<file path="src/rtl/cond_flag_unit.sv">
// Conditional-execution stage: holds the architectural N/Z/C/V flags, evaluates the
// ARM condition field against them, gates write strobes and counts executed/skipped ops.
module cond_flag_unit #(
   parameter int CNT_W = 16
) (
   input  logic             clk,
   input  logic             rst,
   input  logic             instr_valid,
   input  logic [3:0]       cond,
   input  logic [3:0]       alu_flags,
   input  logic [1:0]       flag_w,
   input  logic             pcs,
   input  logic             reg_w,
   input  logic             mem_w,
   input  logic             no_write,
   input  logic             save,
   input  logic             restore,
   output logic             cond_ex,
   output logic             pcs_o,
   output logic             reg_w_o,
   output logic             mem_w_o,
   output logic [3:0]       flags_q,
   output logic [3:0]       saved_q,
   output logic [CNT_W-1:0] exec_cnt,
   output logic [CNT_W-1:0] skip_cnt
);

   typedef enum logic [3:0] {
      C_EQ = 4'b0000, C_NE = 4'b0001, C_CS = 4'b0010, C_CC = 4'b0011,
      C_MI = 4'b0100, C_PL = 4'b0101, C_VS = 4'b0110, C_VC = 4'b0111,
      C_HI = 4'b1000, C_LS = 4'b1001, C_GE = 4'b1010, C_LT = 4'b1011,
      C_GT = 4'b1100, C_LE = 4'b1101, C_AL = 4'b1110, C_NV = 4'b1111
   } cond_e;

   logic n_f, z_f, c_f, v_f;
   logic exe;

   assign {n_f, z_f, c_f, v_f} = flags_q;

   // Decode looks only at the registered flags; there is deliberately no alu_flags bypass.
   // NOTE: every always_comb output gets a default first so no path can infer a latch.
   always_comb begin
      cond_ex = 1'b1;
      case (cond_e'(cond))
         C_EQ:    cond_ex = z_f;
         C_NE:    cond_ex = !z_f;
         C_CS:    cond_ex = c_f;
         C_CC:    cond_ex = !c_f;
         C_MI:    cond_ex = n_f;
         C_PL:    cond_ex = !n_f;
         C_VS:    cond_ex = v_f;
         C_VC:    cond_ex = !v_f;
         C_HI:    cond_ex = c_f && !z_f;
         C_LS:    cond_ex = !c_f || z_f;
         C_GE:    cond_ex = (n_f == v_f);
         C_LT:    cond_ex = (n_f != v_f);
         C_GT:    cond_ex = !z_f && (n_f == v_f);
         C_LE:    cond_ex = z_f || (n_f != v_f);
         C_AL:    cond_ex = 1'b1;
         C_NV:    cond_ex = 1'b1;
         default: cond_ex = 1'b1;
      endcase
   end

   assign exe     = instr_valid && cond_ex;
   assign pcs_o   = exe && pcs;
   assign reg_w_o = exe && reg_w && !no_write;
   assign mem_w_o = exe && mem_w;

   // Restore wins over any flag write; save always captures the pre-edge flags,
   // so save+restore together swap the two registers.
   // NOTE: non-blocking assignments make both registers read their old values here.
   always_ff @(posedge clk or posedge rst) begin
      if (rst) begin
         flags_q <= '0;
         saved_q <= '0;
      end else begin
         if (save) saved_q <= flags_q;
         if (restore) begin
            flags_q <= saved_q;
         end else begin
            if (exe && flag_w[1]) flags_q[3:2] <= alu_flags[3:2];
            if (exe && flag_w[0]) flags_q[1:0] <= alu_flags[1:0];
         end
      end
   end

   // Saturating counters: stop at all-ones instead of wrapping.
   always_ff @(posedge clk or posedge rst) begin
      if (rst) begin
         exec_cnt <= '0;
         skip_cnt <= '0;
      end else if (instr_valid) begin
         if (cond_ex) begin
            if (exec_cnt != '1) exec_cnt <= exec_cnt + 1'b1;
         end else begin
            if (skip_cnt != '1) skip_cnt <= skip_cnt + 1'b1;
         end
      end
   end

endmodule

</file>
<file path="config.mk">
export PLATFORM = sky130hd
export DESIGN_NAME = cond_flag_unit
export DESIGN_NICKNAME = d
export VERILOG_FILES = /design/src/rtl/cond_flag_unit.sv
export SDC_FILE = /design/constraint.sdc
export NUM_CORES = 1
export LEC_CHECK = 0
export ABC_AREA = 1
export CORE_ASPECT_RATIO = 0.8
export CORE_MARGIN = 5
export CORE_UTILIZATION = 49
export DETAILED_ROUTE_END_ITERATION = 7
export PLACE_DENSITY = 0.86
export SKIP_LAST_GASP = 1
export SLEW_MARGIN = 15
export SYNTH_ARGS = -nofsm -noshare
export SYNTH_HDL_FRONTEND = slang
export SYNTH_SLANG_ARGS = --single-unit
export TNS_END_PERCENT = 100
</file>
<file path="constraint.sdc">
create_clock -name clk -period 4.65 [get_ports clk]
set_input_delay 0.6975 -clock clk [delete_from_list [all_inputs] [get_ports clk]]
set_output_delay 0.6975 -clock clk [all_outputs]
set_load 0.01 [all_outputs]
</file>
==> impl_metrics.csv <==
group,metric,value,unit
drt,antenna_left,0,
drt,wl_per_cell,12.8,um
cts,cts_sinks,40,
cells_and_area,antenna_cells,0,
cells_and_area,layout.nets,424,
critical_path,cp-start-kind,"input pin",
sta,slew_headroom,0.537,
global_route,overflow,0,
critical_path,cp_max_fo,9,
synthesis,syn_inst,341,
critical_path,cp-end-kind,"output pin",
synthesis,netlist_area,2440,um2
floorplanning,die_w,89.0,um
cts,clk_pin_slew,0.07,ns
sta,fin_crit,3.65,ns
cells_and_area,fill_cells,407,
floorplanning,rows,23,
global_route,grt_pass1_vias,2246,
place,post_dp_cell_area,3090,um2
synthesis,syn_nets,362,
worst_hold_path,hp-class,"reg -> reg",
cts,cts_resized,0,
cts,cts_hold_buffers,0,
cts,root_buffer,"clkbuf_8",
cells_and_area,layout_commonest_cell,"nand2_1",
cts,numCtsBuffers,5,
drt,vias,2400,
cells_and_area,final_cell_mix,"nand2_1, clkdlybuf4s50_1, dfrtp_1, nand3_1, nor2_1",
outcome,status,"complete, no violations",
cts,tritoncts,"yes",
sta,worst_pin_slew,0.692,ns
cells_and_area,drive_gt1_frac,0.0520,
sta,setup-tns-final,0,ns
power,total_power,1.11,mW
synthesis,ys_ff_latch,40,
sta,finClkSkew,0.00446,ns
sta,fin_crit_sh,0.785,
drt,dr.pass1.iters,4,
floorplanning,core_region_area,4920,um2
drt,remaining_drc_errors,0,
cells_and_area,areaGrowthSynthToFinish,30.3,%
run,cap_violations,0,
sta,setup_viol,0,
cells_and_area,final-instance-count-excl-fill,466,
drt,viasPerCell,5.15,
synthesis,synth_cell_type_count,26,
place,place_inst,458,
place,portBuffers,62,
drt,wirelength,5940,um
synthesis,ys_seq_area_frac,0.410,
floorplanning,dieArea,6510,um2
critical_path,crit_arrival,2.95,ns
sta,fmax,274,MHz
power,power_density,348,nW/um2
global_route,grt_pass1_wl,9920,um
global_route,track_usage,0.192,
synthesis,postSynthAreaPerCell,7.17,um2
floorplanning,start_util,0.497,
cells_and_area,fin_area,3180,um2
cts,clockBufferDepth,2,
cts,cts_setup_buffers,0,
drt,initialDrtViolationCount,231,
cts,clkLatencyLatePin,0.29,ns
floorplanning,ios,63,
sta,slew_viol_final,0,
place,place_congestion,0.916,
sta,final-hold-violation-count,0,
synthesis,yosysWarnings,0,
floorplanning,die_y,73.2,um
power,leakage,1.51,nW
cells_and_area,fin_util,0.647,
global_route,grt_max_degree,41,
cts,cts_htree_levels,2,
global_route,antenna_found_initial,0,
critical_path,required,3.95,ns
place,hpwl,4380,um
critical_path,crit_type,"in -> out",
power,ir_drop,261,uV
sta,rsz0062_at_grt,"false",
worst max-delay path, cell delays in order:
cell and delay, ns:
clkdlybuf4s50_1 0.57, inv_1 0.06, nor2_1 0.17, nand2_1 0.08
a21oi_1 0.16, nor2_1 0.08, nand2_2 0.09, nand2_2 0.08
nor2_4 0.22, inv_1 0.09, nor2_1 0.10, clkdlybuf4s50_1 0.55
per-layer routing:
layer | global-route usage | vias up | part of all wire
met5 | 0 | - | 0
met4 | 0.0595 | 0 | 0.012
met3 | 0.0463 | 11 | 0.072
met2 | 0.304 | 80 | 0.46
met1 | 0.260 | 1106 | 0.46
li1 | - | 1203 | -
sequential cells by signal, indices dropped and copies added (netlist names):
signal	cells
exec_cnt	16
flags_q	4
skip_cnt	16
saved_q	4
logic make-up after synthesis:
group                    after synthesis  synth area share
AND/OR/NAND/NOR                      223             0.388
flip-flops                            40             0.410
buffers and inverters                 34            0.0650
XOR/XNOR                              26            0.0932
AO/OA/AOI/OAI                         16            0.0338
adder cells (fa/ha/maj)                2            0.0102
area by class of cell:
| class | count | area, um2 | share of cell area |
|---|---|---|---|
| clock buffers | 6 | 82.6 | 0.0259 |
| clock inverters | 2 | 10.0 | 0.00314 |
| inverters | 25 | 93.8 | 0.0295 |
| multi-input cells | 267 | 1280 | 0.403 |
| flip-flops and latches | 40 | 1000 | 0.314 |
| well taps | 62 | 77.6 | 0.0244 |
| repair buffers | 64 | 636 | 0.200 |
power by group:
group / internal, mW / leakage (nW) / switching, mW
clock: 0.118 / 0.0510 / 0.117
combinational: 0.199 / 0.932 / 0.180
sequential: 0.409 / 0.529 / 0.0818
total: 0.727 / 1.51 / 0.379
worst paths after layout:
kind                            slack [ns]  depth (start not counted)         start      endpoint
max in group asynchronous             3.47                          3           rst   skip_cnt[7]
worst min-delay path                  0.52                          2  skip_cnt[15]  skip_cnt[15]
worst min register to register        0.52                          2  skip_cnt[15]  skip_cnt[15]
worst max register to register        2.28                          7   exec_cnt[0]   exec_cnt[1]
min in group asynchronous             0.83                          3           rst  exec_cnt[12]
worst max-delay path                  1.00                         12       cond[2]       mem_w_o
Yosys cell counts:
cell,instances,share of area
nand4_1,7,0.018
a21oi_1,7,0.014
clkinv_1,1,0.0015
nor3_1,3,0.0061
xor2_1,10,0.036
buf_4,2,0.0061
o21bai_1,1,0.0031
nor2_1,30,0.046
nor2_4,1,0.0046
ha_1,2,0.010
clkbuf_1,3,0.0046
nor2_2,3,0.0077
nor3_2,1,0.0041
inv_2,2,0.0031
nand3_1,35,0.072
buf_6,3,0.014
nor4_1,3,0.0077
nand3b_1,2,0.0061
o21ai_0,4,0.0082
xnor2_1,16,0.057
o21ai_1,4,0.0082
buf_2,1,0.0020
nand2_1,134,0.21
inv_1,22,0.034
dfrtp_1,40,0.41
nand2_2,4,0.010
metrics by stage:
step / setup WS [ns] / hold slack (ns)
finish: 1.00 / 0.520
global route: 0.780 / 0.559
CTS: 1.02 / 0.536
detailed placement: 1.02 / 0.518
global placement: 1.13 / 0.496
floorplan: 2.02 / 0.533
Note: power is estimated with default switching activity, not from simulation.
